$ cat src/rtl/line_follow_drive.sv
// rtl/line_follow_drive.sv - line-follow drive core: sensor thresholding, follow/node/lost/done FSM, dual H-bridge PWM (optional PIVOT_TURN_EN)
module line_follow_drive #(
  parameter int NUM_SENS      = 3,
  parameter int ADC_W         = 12,
  parameter int THRESH        = 1000,
  parameter int PWM_W         = 8,
  parameter int BASE_DUTY     = 200,
  parameter int TURN_DUTY     = 80,
  parameter int NODE_DEBOUNCE = 4,
  parameter int MAX_NODES     = 10,
  parameter int NODE_CNT_W    = 4,
  parameter int LOST_TIMEOUT  = 64
) (
  input  logic                      clk_3125KHz,
  input  logic                      rst_n,
  input  logic                      start,
  input  logic [NUM_SENS*ADC_W-1:0] sens_data,
  input  logic                      sens_valid,
  output logic                      in1,
  output logic                      in2,
  output logic                      in3,
  output logic                      in4,
  output logic                      pwm_A,
  output logic                      pwm_B,
  output logic [NODE_CNT_W-1:0]     node_counter,
  output logic                      node_detected,
  output logic                      finish
);

  localparam int CEN    = NUM_SENS / 2;
  localparam int DEB_W  = $clog2(NODE_DEBOUNCE + 1);
  localparam int LOST_W = $clog2(LOST_TIMEOUT + 1);

  localparam logic [PWM_W-1:0]      BASE      = PWM_W'(BASE_DUTY);
  localparam logic [PWM_W-1:0]      TURN      = PWM_W'(TURN_DUTY);
  localparam logic [NODE_CNT_W-1:0] MAX_N     = NODE_CNT_W'(MAX_NODES);
  localparam logic [DEB_W-1:0]      DEB_LAST  = DEB_W'(NODE_DEBOUNCE - 1);
  localparam logic [LOST_W-1:0]     LOST_MAX  = LOST_W'(LOST_TIMEOUT);
  localparam logic [LOST_W-1:0]     LOST_LAST = LOST_W'(LOST_TIMEOUT - 1);
  // direction pin patterns packed as {in1, in2, in3, in4}
  localparam logic [3:0]            DIR_FWD   = 4'b1010;
  localparam logic [3:0]            DIR_STOP  = 4'b0000;

  typedef enum logic [2:0] {S_IDLE, S_FOLLOW, S_NODE, S_LOST, S_DONE} state_t;

  state_t                 state;
  logic [3:0]             dir_q;
  logic [PWM_W-1:0]       tgt_l, tgt_r;
  logic [PWM_W-1:0]       duty_a, duty_b;
  logic [PWM_W-1:0]       pwm_cnt;
  logic                   stopped;
  logic [DEB_W-1:0]       deb_cnt;
  logic [LOST_W-1:0]      lost_cnt;

  logic [NUM_SENS-1:0]    line;
  logic                   left_on, right_on, all_on, none_on;
  logic [3:0]             st_dir;
  logic [PWM_W-1:0]       st_dl, st_dr;

  assign {in1, in2, in3, in4} = dir_q;

  // Threshold each channel and derive the steering command for this sample
  always_comb begin
    line = '0;
    for (int i = 0; i < NUM_SENS; i++) begin
      line[i] = (sens_data[i*ADC_W +: ADC_W] > ADC_W'(THRESH));
    end
    left_on  = |line[NUM_SENS-1:CEN+1];
    right_on = |line[CEN-1:0];
    all_on   = &line;
    none_on  = ~|line;
    st_dir   = DIR_FWD;
    st_dl    = BASE;
    st_dr    = BASE;
    if (left_on && !right_on) begin
      st_dl = TURN;
    end else if (right_on && !left_on) begin
      st_dr = TURN;
    end
`ifdef PIVOT_TURN_EN
    // a lone outermost sensor spins the inner wheel backwards for a tighter turn
    if (line == {1'b1, {(NUM_SENS-1){1'b0}}}) begin
      st_dir = 4'b0110;
      st_dl  = TURN;
      st_dr  = BASE;
    end else if (line == NUM_SENS'(1)) begin
      st_dir = 4'b1001;
      st_dl  = BASE;
      st_dr  = TURN;
    end
`endif
  end

  // Drive FSM: registered direction pins, target duties, node/lost bookkeeping
  always_ff @(posedge clk_3125KHz) begin
    if (!rst_n) begin
      state         <= S_IDLE;
      dir_q         <= DIR_STOP;
      tgt_l         <= '0;
      tgt_r         <= '0;
      stopped       <= 1'b1;
      node_counter  <= '0;
      node_detected <= 1'b0;
      finish        <= 1'b0;
      deb_cnt       <= '0;
      lost_cnt      <= '0;
    end else begin
      node_detected <= 1'b0;
      case (state)
        S_IDLE: begin
          dir_q   <= DIR_STOP;
          tgt_l   <= '0;
          tgt_r   <= '0;
          stopped <= 1'b1;
          if (start) begin
            node_counter <= '0;
            deb_cnt      <= '0;
            lost_cnt     <= '0;
            state        <= S_FOLLOW;
          end
        end
        S_FOLLOW: begin
          if (!start) begin
            state   <= S_IDLE;
            dir_q   <= DIR_STOP;
            tgt_l   <= '0;
            tgt_r   <= '0;
            stopped <= 1'b1;
          end else if (sens_valid) begin
            deb_cnt <= (all_on && deb_cnt != DEB_LAST) ? deb_cnt + 1'b1 : '0;
            if (none_on) begin
              // coast on the last command while the line is briefly out of view
              state    <= S_LOST;
              lost_cnt <= LOST_W'(1);
              if (LOST_TIMEOUT <= 1) begin
                dir_q   <= DIR_STOP;
                tgt_l   <= '0;
                tgt_r   <= '0;
                stopped <= 1'b1;
              end
            end else begin
              dir_q   <= st_dir;
              tgt_l   <= st_dl;
              tgt_r   <= st_dr;
              stopped <= 1'b0;
              if (all_on && deb_cnt == DEB_LAST) begin
                node_counter  <= (node_counter < MAX_N) ? node_counter + 1'b1 : node_counter;
                node_detected <= 1'b1;
                state         <= S_NODE;
              end
            end
          end
        end
        S_NODE: begin
          if (!start) begin
            state   <= S_IDLE;
            dir_q   <= DIR_STOP;
            tgt_l   <= '0;
            tgt_r   <= '0;
            stopped <= 1'b1;
          end else if (node_counter == MAX_N) begin
            state   <= S_DONE;
            finish  <= 1'b1;
            dir_q   <= DIR_STOP;
            tgt_l   <= '0;
            tgt_r   <= '0;
            stopped <= 1'b1;
          end else if (sens_valid && !all_on) begin
            // leaving the crossing re-arms the debounce so one node counts once
            state   <= S_FOLLOW;
            deb_cnt <= '0;
          end
        end
        S_LOST: begin
          if (!start) begin
            state   <= S_IDLE;
            dir_q   <= DIR_STOP;
            tgt_l   <= '0;
            tgt_r   <= '0;
            stopped <= 1'b1;
          end else if (sens_valid) begin
            if (none_on) begin
              if (lost_cnt != LOST_MAX) begin
                lost_cnt <= lost_cnt + 1'b1;
              end
              if (lost_cnt == LOST_LAST) begin
                dir_q   <= DIR_STOP;
                tgt_l   <= '0;
                tgt_r   <= '0;
                stopped <= 1'b1;
              end
            end else begin
              state    <= S_FOLLOW;
              lost_cnt <= '0;
              deb_cnt  <= '0;
              dir_q    <= st_dir;
              tgt_l    <= st_dl;
              tgt_r    <= st_dr;
              stopped  <= 1'b0;
            end
          end
        end
        S_DONE: begin
          finish  <= 1'b1;
          dir_q   <= DIR_STOP;
          tgt_l   <= '0;
          tgt_r   <= '0;
          stopped <= 1'b1;
        end
        default: state <= S_IDLE;
      endcase
    end
  end

  // Free-running PWM; duties change only at the period boundary unless stopping
  always_ff @(posedge clk_3125KHz) begin
    if (!rst_n) begin
      pwm_cnt <= '0;
      duty_a  <= '0;
      duty_b  <= '0;
    end else begin
      pwm_cnt <= pwm_cnt + 1'b1;
      if (stopped) begin
        duty_a <= '0;
        duty_b <= '0;
      end else if (pwm_cnt == '1) begin
        duty_a <= tgt_l;
        duty_b <= tgt_r;
      end
    end
  end

  // stopped masks the outputs in the same cycle the stop is commanded
  assign pwm_A = ~stopped & (pwm_cnt < duty_a);
  assign pwm_B = ~stopped & (pwm_cnt < duty_b);

endmodule

$ cat config.mk
export PLATFORM = sky130hd
export DESIGN_NAME = line_follow_drive
export DESIGN_NICKNAME = d
export VERILOG_FILES = /design/src/rtl/line_follow_drive.sv
export SDC_FILE = /design/constraint.sdc
export NUM_CORES = 1
export LEC_CHECK = 0
export BUFFER_PORTS_ARGS = -buffer_cell sky130_fd_sc_hd__buf_2
export CAP_MARGIN = 25
export CORE_MARGIN = 2
export CORE_UTILIZATION = 30
export DETAILED_ROUTE_END_ITERATION = 10
export GPL_TIMING_DRIVEN = 0
export SLEW_MARGIN = 20
export SYNTH_ARGS = -nofsm -noshare
export SYNTH_HDL_FRONTEND = slang
export SYNTH_SLANG_ARGS = --single-unit
export TNS_END_PERCENT = 50
$ cat constraint.sdc
create_clock -name clk_3125KHz -period 1.96 [get_ports clk_3125KHz]
set_input_delay 0.196 -clock clk_3125KHz [delete_from_list [all_inputs] [get_ports clk_3125KHz]]
set_output_delay 0.196 -clock clk_3125KHz [all_outputs]
set_load 0.02 [all_outputs]
==> flow_summary.json, run 1 <==
{
  "pre_cts_ws_ps": -275,
  "start_util_pct": 31.4,
  "rows": 31,
  "violations": "setup timing",
  "nFillCells": 735,
  "htreeDepth": 2,
  "synth.top_cells.by_area": "dfxtp_1, ha_1, mux2i_1, o21ai_0, nor2_1",
  "grt_usage_pct": 13.1,
  "critical_path_class": "flip-flop to flip-flop",
  "yosysSeqAreaShare_pct": 33.0,
  "insertion_delay_ps": 290,
  "grt_pass1_wl_mm": 9.02,
  "worst_setup_path_end_kind": "flip-flop",
  "place.gp.congestion": 0.905,
  "clock-sinks": 38,
  "timing.final.hold_violations": 0,
  "ant_nets": 0,
  "cts_buffer_depth": 2,
  "setup_tns_ps": -5.02,
  "grt_pass1_vias": 1913,
  "slew_viol_final": 0,
  "avgSynthCellArea_um2": 8.59,
  "setup_slack_ps": -5.02,
  "diodes": 0,
  "cp_max_fo": 5,
  "syn_area_um2": 2300,
  "nets": 380,
  "ys_async_sr_fraction_pct": 0,
  "synth_top_area_share_pct": 33.0,
  "totalWireLength_mm": 5.53,
  "p_int_w": 0.00129,
  "core_um2": 7330,
  "critPathArrivalTime_ps": 2160,
  "switching_power_w": 0.000595,
  "grt-ovfl-total": 0,
  "timing.final.crit_share_pct": 100,
  "p_comb_share_pct": 24.9,
  "yosysWarnings": 0,
  "area_delta_synth_final_pct": 29.1,
  "power.share.sequential_pct": 44.9,
  "numCtsBuffers": 5,
  "status": "finished, violations left",
  "ys_ff_latch": 38,
  "rsz0062_at_grt": "true",
  "antenna_found_initial": 0,
  "port_buffers": 49,
  "fmax_mhz": 509,
  "drv_cap": 0,
  "dpl.cell_count": 417,
  "ys_types": 54,
  "ioPinCount": 52,
  "power_frac_clock_pct": 30.2,
  "drc": 0,
  "route.vias.total": 2179,
  "startpoint_type": "flip-flop",
  "skew_ps": 8.61,
  "die-width_um": 91.6,
  "required_ps": 2150,
  "netlist_instances": 268,
  "dieArea_um2": 8390,
  "leakage_nw": 1.16,
  "first_pass_iters": 5,
  "place_hpwl_mm": 4.01,
  "swShare_pct": 31.6,
  "vias_per_cell": 5.09,
  "ir_drop_mv": 0.243,
  "synth-edff-count": 0,
  "rrSetupSlack_ps": -5,
  "fin_util_pct": 40.6,
  "instances_no_fill": 428,
  "min-delay-path-class": "input port to flip-flop",
  "ctsRootBufferMaster": "clkbuf_8",
  "die_h_um": 91.6,
  "synth_top_area_cell": "dfxtp_1",
  "grt_start_max_net_pins": 13,
  "finalCriticalPeriod_ps": 1970,
  "wl_per_cell_um": 12.9,
  "drive_gt1_share_pct": 28.9,
  "tightest_slew_ps": 551,
  "drtIter0Drc": 94,
  "timing.slew.headroom_pct": 63.2,
  "setup_viol": 1,
  "clk_pin_slew_ps": 80,
  "power_density_nw_per_um2": 633,
  "cts_tree": "yes",
  "synth_ff_type": "dfxtp_1"
}
[power by group through the flow]
stage	Clock (W)	Sequential, W	Combinational [W]
after floorplan	0	0.000846	0.000289
after global placement	0	0.000844	0.000402
after detailed placement	0	0.000845	0.000405
after CTS	0.000587	0.000827	0.000411
after global routing	0.000621	0.000849	0.000513
final	0.000568	0.000844	0.000469
[metal layers]
metal,vias to the layer above,global-route usage [%],routed length [um]
li1,1088,-,-
met1,998,16.8,2530
met2,84,21.7,2570
met3,9,3.65,359
met4,0,3.16,63
met5,-,0,0
[worst max-delay path, cell delays in order (launching register included)]
cell and delay [ps]:
dfxtp_2 350, inv_1 60, ha_1 140, nor2b_4 150
nand3b_1 140, o41ai_4 520, a211oi_4 150, and3b_1 190
o21a_1 160
[cell usage in the layout (no fill, tap or decap), drive strengths merged, types with 4 or more instances in the layout]
cell type | synthesis | final
buf | 4 | 56
dfxtp | 38 | 38
nor2 | 20 | 20
o21ai | 20 | 20
nand2 | 17 | 17
inv | 17 | 17
mux2i | 13 | 13
ha | 12 | 12
clkbuf | 8 | 12
nand2b | 10 | 10
nor2b | 9 | 9
nand3 | 8 | 8
a21oi | 7 | 8
a211oi | 6 | 7
nand4 | 6 | 6
and2 | 6 | 6
xnor2 | 5 | 5
a21boi | 5 | 5
o21a | 4 | 4
and3 | 4 | 4
and3b | 4 | 4
nor3 | 4 | 4
[stage by stage]
step                hold slack (ps)  total power, W  area [um^2]
floorplan                       314         0.00114         2310
global placement                441         0.00125         2680
detailed placement              451         0.00125         2680
CTS                             187         0.00182         2780
global route                    239         0.00198         2970
finish                          210         0.00188         2970
[synth_stat cells, types with 8 or more instances]
master	n
nand2b_1	10
nand2_1	17
nor2_1	20
nor2b_1	9
o21ai_0	16
dfxtp_1	38
nand3_1	8
ha_1	12
clkbuf_1	8
inv_1	17
mux2i_1	13
[cells by family (layout without fill, tap and decap cells)]
logic type | Yosys count | after routing | synth area share [%]
compound gates | 67 | 69 | 22.5
other cells | 1 | 2 | 0.163
fa+ha+maj | 12 | 12 | 6.52
buf+inv | 29 | 87 | 5.27
simple gates | 101 | 101 | 23.9
xor+xnor | 6 | 6 | 2.28
mux | 14 | 14 | 6.30
flops | 38 | 38 | 33.0
[flip-flops by register name (all words and copies together), names as in the netlist]
name,cells
pwm_cnt,8
lost_cnt,7
node_counter,4
deb_cnt,3
duty_a,3
state,3
duty_b,2
tgt_l,2
tgt_r,2
dir_q,1
finish,1
node_detected,1
stopped,1
[what timing repair did]
action / in CTS / in global routing
buffers inserted: 0 / 3
hold buffers: 0 / 0
cloned: 0 / 2
pin swaps: 0 / 8
setup endpoints to repair: 14 / 22
resized for setup: 4 / 31
[layout make-up]
type | count | area, um^2 | area share (%)
Buffer | 10 | 51.3 | 1.73
Clock buffer | 6 | 82.6 | 2.78
Clock inverter | 2 | 12.5 | 0.421
Inverter | 17 | 63.8 | 2.15
Multi-Input combinational cell | 204 | 1600 | 53.7
Sequential cell | 38 | 768 | 25.8
Tap cell | 99 | 124 | 4.17
Timing Repair Buffer | 52 | 273 | 9.18
[final timing paths]
path                                  start            end  cells after the start
worst max-delay path            lost_cnt[0]    lost_cnt[6]                      8
worst min register to register   pwm_cnt[0]     pwm_cnt[0]                      1
worst min-delay path             sens_valid  node_detected                      3
worst max register to register  lost_cnt[0]    lost_cnt[6]                      8
Note: power is estimated with default switching activity, not from simulation.
==> run 2, diff against run 1 <==
Settings changed: CAP_MARGIN 25 to 10, PLACE_DENSITY set to 0.58.
==> run 2 against run 1 <==
Net effect: the flow now finishes without violations; die area is the same; clock power grew 45%; via count grew 0.18%; first-iteration DRC count shrank 18%; final area grew 0.42%; clock skew grew 4.4 ps; critical path type is now input port to flip-flop.
==> flow_summary.json, run 2 (same netlist as run 1, synthesis figures left out) <==
{
  "antenna_found_initial": 0,
  "skew_ps": 13.0,
  "whs_endpoint": "node_detected",
  "pre_cts_ws_ps": -286,
  "holdPathStages": 3,
  "clock-sinks": 38,
  "slew_viol_final": 0,
  "grt_start_max_net_pins": 14,
  "fmax_mhz": 517,
  "reg_top3": "pwm_cnt x8, lost_cnt x7, node_counter x4",
  "cts_buffer_depth": 2,
  "seq_area_um2": 764,
  "die-width_um": 91.6,
  "fin_util_pct": 40.7,
  "rows": 31,
  "worst_setup_path_end_kind": "flip-flop",
  "r2r_end": "dir_q[1]",
  "grt_pass1_wl_mm": 9.29,
  "insertion_delay_ps": 300,
  "vias_per_cell": 5.14,
  "grt_pass1_vias": 2103,
  "mostFrequentLayoutCells": "buf_2, dfxtp_1, nor2_1",
  "setup_slack_ps": 27.4,
  "clk_pin_slew_ps": 80,
  "grt_usage_pct": 13.5,
  "drv_cap": 0,
  "required_ps": 2190,
  "cts_tree": "yes",
  "startpoint_type": "input port",
  "die_h_um": 91.6,
  "setup_tns_ps": 0,
  "diodes": 0,
  "first_pass_iters": 4,
  "cp_max_fo": 8,
  "place.gp.congestion": 0.898,
  "critical_path_class": "input port to flip-flop",
  "ctsRootBufferMaster": "clkbuf_8",
  "mostFrequentLayoutCell": "buf_2",
  "drtIter0Drc": 77,
  "finalCriticalPeriod_ps": 1930,
  "timing.slew.headroom_pct": 62.2,
  "largest_register_ffs": 8,
  "area_delta_synth_final_pct": 29.7,
  "dieArea_um2": 8390,
  "start_util_pct": 31.4,
  "nFillCells": 731,
  "cp-startpoint": "sens_data[16]",
  "timing.final.hold_violations": 0,
  "largest_register": "pwm_cnt",
  "tightest_slew_ps": 567,
  "place_hpwl_mm": 4.08,
  "wl_per_cell_um": 13.2,
  "ir_drop_mv": 0.390,
  "ant_nets": 0,
  "multiInputGateArea_um2": 1600,
  "grt-ovfl-total": 0,
  "placedInstanceArea_um2": 2680,
  "port_buffers": 49,
  "reg2regPathDepth": 7,
  "drc": 0,
  "core_um2": 7330,
  "status": "finished, final reports clean",
  "critPathArrivalTime_ps": 2160,
  "numCtsBuffers": 5,
  "rrSetupSlack_ps": 80,
  "route.vias.total": 2183,
  "ioPinCount": 52,
  "setup_viol": 0,
  "nets": 377,
  "timing.final.crit_share_pct": 98.6,
  "power_density_nw_per_um2": 714,
  "leakage_nw": 1.15,
  "totalWireLength_mm": 5.63,
  "worstHoldStart": "sens_valid",
  "rsz0062_at_grt": "true",
  "drive_gt1_share_pct": 27.6,
  "post-cts-setup-buffers": 0,
  "design_area_um2": 2990,
  "r2r-start": "lost_cnt[0]",
  "min-delay-path-class": "input port to flip-flop",
  "htreeDepth": 2
}
run 2: cell count changes in the layout (fill, tap and decap cells not counted), moves of 2 or more:
cell,delta
dfxtp_2,-3
bufinv_16,+2
buf_4,-5
dfxtp_1,+3
buf_2,+2
run 2: through the flow:
stage | hold slack (ps) | power [W] | std cells
3_3_place_gp | 439 | 0.00125 | 417
5_1_grt | 203 | 0.00223 | 425
3_5_place_dp | 442 | 0.00125 | 417
6_report | 215 | 0.00213 | 425
4_1_cts | 186 | 0.00208 | 425
2_1_floorplan | 314 | 0.00114 | 269
run 2: power breakdown:
| group | internal, W | leakage (nW) | switching [W] | total [W] |
|---|---|---|---|---|
| Clock | 0.000510 | 0.0683 | 0.000311 | 0.000821 |
| Sequential | 0.000802 | 0.309 | 0.0000398 | 0.000842 |
| Combinational | 0.000197 | 0.777 | 0.000272 | 0.000469 |
run 2: final cells by class:
type / count / share of cell area [%]
Multi-Input combinational cell: 204 / 53.5
Sequential cell: 38 / 25.6
Timing Repair Buffer: 49 / 8.21
Tap cell: 99 / 4.15
Clock buffer: 5 / 2.31
Clock inverter: 3 / 2.31
Inverter: 17 / 2.14
Buffer: 10 / 1.76
run 2: worst max path at each step:
| stage | slack (ps) | depth (start not counted) | end |
|---|---|---|---|
| after floorplan | 80 | 7 | deb_cnt[0] |
| after global placement | -290 | 7 | lost_cnt[3] |
| after detailed placement | -290 | 7 | lost_cnt[4] |
| after CTS | 5 | 7 | node_counter[1] |
| after global routing | -30 | 8 | deb_cnt[1] |
| final | 30 | 8 | deb_cnt[1] |
run 2: per-layer routing:
metal  global-route usage, %  share of wire (%)  vias to the layer above
met1                    16.9                 43                     1003
met2                    22.5                 47                       88
met5                       0                  0                        -
met4                    4.55                1.5                        0
met3                    3.65                7.8                       10
li1                        -                  -                     1082
run 2: what timing repair did:
item,CTS,global route
hold buffers,0,0
cloned,0,2
pin swaps,0,3
resized for setup,5,27
endpoints found under the setup margin,15,23
run 2: critical path: stages:
cell and delay [ps]:
buf_2 110, nor4_2 400, o31ai_4 160, or3_1 380
buf_2 190, mux2_4 290, o211ai_4 220, mux2i_1 210
==> run 3, diff against run 2 <==
Settings changed: ABC_AREA set to 1.
==> run 3 against run 2 <==
Net effect: cell count grew 24%; die area increased by 2.2%; sequential power increased by 28%; worst hold slack got worse by 25 ps; register-to-register slack better by 130 ps; clock-buffer cell count rose by 1; combinational power grew to 2.5 times the previous value; synthesized area grew 2.3%.
==> flow_summary.json, run 3 <==
{
  "timing.final.crit_share_pct": 98.2,
  "cts_tree": "yes",
  "grt_start_max_net_pins": 13,
  "grt_pass1_vias": 2162,
  "yosysWarnings": 0,
  "route.vias.total": 2344,
  "worst_setup_path_end_kind": "output pin",
  "clk_pin_slew_ps": 80,
  "syn_area_um2": 2360,
  "synthMuxAreaShare_pct": 0,
  "core_um2": 7690,
  "nets": 474,
  "setup_viol": 0,
  "yosys-top-cells-count": "nor2_1, nand2_1, inv_1",
  "mostFrequentLayoutCells": "nand2_1, nor2_1, buf_2",
  "largest_register_ffs": 8,
  "netlist_instances": 367,
  "htreeDepth": 2,
  "rows": 32,
  "insertion_delay_ps": 300,
  "synthAdderAreaFrac_pct": 6.37,
  "drv_cap": 0,
  "ant_nets": 0,
  "largest_register": "pwm_cnt",
  "area_delta_synth_final_pct": 21.9,
  "worstHoldStart": "rst_n",
  "finalCriticalPeriod_ps": 1920,
  "timing.slew.headroom_pct": 65.2,
  "wl_per_cell_um": 9.95,
  "totalWireLength_mm": 5.22,
  "r2r_end": "deb_cnt[1]",
  "ir_drop_mv": 0.614,
  "critPathArrivalTime_ps": 1730,
  "synth-edff-count": 0,
  "slowest_delay_ps": 370,
  "drive_gt1_share_pct": 20.1,
  "synth.top_cells.by_area": "dfxtp_1, nor2_1, nand2_1, inv_1, ha_1",
  "place_hpwl_mm": 4.01,
  "holdPathStages": 3,
  "ctsRootBufferMaster": "clkbuf_8",
  "ys_types": 34,
  "yosysSeqAreaShare_pct": 32.3,
  "vias_per_cell": 4.46,
  "numCtsBuffers": 5,
  "rsz0062_at_grt": "true",
  "whs_endpoint": "pwm_cnt[4]",
  "first_pass_iters": 4,
  "rrSetupSlack_ps": 210,
  "critical_path_class": "flip-flop to output pin",
  "tightest_slew_ps": 522,
  "fmax_mhz": 520,
  "min-delay-path-class": "input port to flip-flop",
  "ys_async_sr_fraction_pct": 0,
  "reg2regPathDepth": 10,
  "synth_ff_type": "dfxtp_1",
  "dieArea_um2": 8580,
  "leakage_nw": 1.40,
  "placedInstanceArea_um2": 2720,
  "cp_max_fo": 5,
  "required_ps": 1760,
  "design_area_um2": 2870,
  "slew_viol_final": 0,
  "grt_usage_pct": 13.5,
  "ys_ff_latch": 38,
  "power_density_nw_per_um2": 988,
  "startpoint_type": "flip-flop",
  "reg_top3": "pwm_cnt x8, lost_cnt x7, node_counter x4",
  "skew_ps": 3.43,
  "avgSynthCellArea_um2": 6.42,
  "dpl.cell_count": 517,
  "die_h_um": 92.6,
  "path_cells": "ha_4, a21boi_2, o31ai_2, nand2_1, a211oi_2, buf_4",
  "antenna_found_initial": 0,
  "yosys.area_share.simple_pct": 37.9,
  "drtIter0Drc": 116,
  "synth_top_family_by_area": "simple AND/OR/NAND/NOR gates",
  "instances_no_fill": 525,
  "r2r-start": "node_counter[0]",
  "p_total_w": 0.00284,
  "synth_compound_area_share_pct": 11.6,
  "slowest_stage": "dfxtp_4",
  "grt-ovfl-total": 0,
  "start_util_pct": 30.6,
  "synth.most_common_cell": "nor2_1",
  "die-width_um": 92.6,
  "clock-sinks": 38,
  "mostFrequentLayoutCell": "nand2_1",
  "synth_top_area_share_pct": 32.3,
  "synth_xor_area_share_pct": 1.12,
  "cp_top_family": "compound AO/OA/AOI/OAI gates",
  "diodes": 0,
  "cts_buffer_depth": 2,
  "status": "finished, final reports clean",
  "critPathBufInv": 1,
  "synth_top_area_cell": "dfxtp_1",
  "drc": 0,
  "grt_pass1_wl_mm": 9.40,
  "place.gp.congestion": 0.900,
  "port_buffers": 47,
  "timing.final.hold_violations": 0,
  "ioPinCount": 52
}
## run 3: changes by cell type in the layout (fill, tap and decap cells not counted), moves of 6 or more
cell / change
nand2b_1: -10
a21oi_1: +16
mux2i_1: -13
nand3_1: +11
nor2b_1: -9
nand2_1: +62
inv_1: +28
and2_1: -6
nor2_1: +57
o21ai_0: +6
## run 3: what timing repair did
action                                 4_1_cts  5_1_grt
setup endpoints to repair                    2       12
gates resized for setup                      3       14
buffers inserted                             0        0
endpoints found under the hold margin        0        0
hold buffers                                 0        0
pin swaps                                    0        4
## run 3: where the power goes
part,internal [W],switching [W]
Combinational,0.000432,0.000745
Clock,0.000283,0.000302
Sequential,0.000928,0.000147
## run 3: worst max path at each step
stage	startpoint	endpoint	slack, ps	cells past startpoint
after floorplan	duty_a[4]	pwm_A	250	6
final	pwm_cnt[4]	pwm_A	40	6
after global placement	sens_data[32]	deb_cnt[1]	150	14
after detailed placement	sens_data[32]	deb_cnt[1]	120	14
after CTS	duty_b[4]	pwm_B	6	7
after global routing	pwm_cnt[4]	pwm_A	-70	6
## run 3: final cells by class
type | count | area (um^2)
inverters | 50 | 190
flip-flops and latches | 38 | 766
plain buffers | 8 | 60.1
well taps | 102 | 128
multi-input cells | 272 | 1390
clock buffers | 6 | 82.6
repair buffers | 47 | 240
fillers | 840 | 4820
clock inverters | 2 | 12.5
## run 3: cell families after synthesis
logic type / count (synthesis)
AND/OR/NAND/NOR: 206
buffers and inverters: 58
AO/OA/AOI/OAI: 49
flip-flops: 38
adder cells (fa/ha/maj): 12
XOR/XNOR: 3
other: 1
## run 3: layer usage
metal	vias to the layer above	wire (um)	global-route usage [%]	part of all wire [%]
li1	1275	-	-	-
met1	1007	2530	17.1	48
met2	56	2370	22.1	45
met3	6	248	3.50	4.7
met4	0	73	4.78	1.4
met5	-	0	0	0
## run 3: tightest hold or removal path, delay by kind of cell
kind	cells	cell delay, ps
buffers and inverters	1	150
AO/OA/AOI/OAI	2	110
## run 3: per-stage QoR
| stage | TNS (ps) | setup WS, ps | util (%) | hold slack, ps |
|---|---|---|---|---|
| floorplan | 0 | 253 | - | 358 |
| global placement | 0 | 150 | 35.4 | 429 |
| detailed placement | 0 | 119 | 35.4 | 439 |
| CTS | 0 | 6.27 | 36.8 | 179 |
| global route | -114 | -68.5 | 37.4 | 194 |
| finish | 0 | 35.2 | 37.4 | 190 |
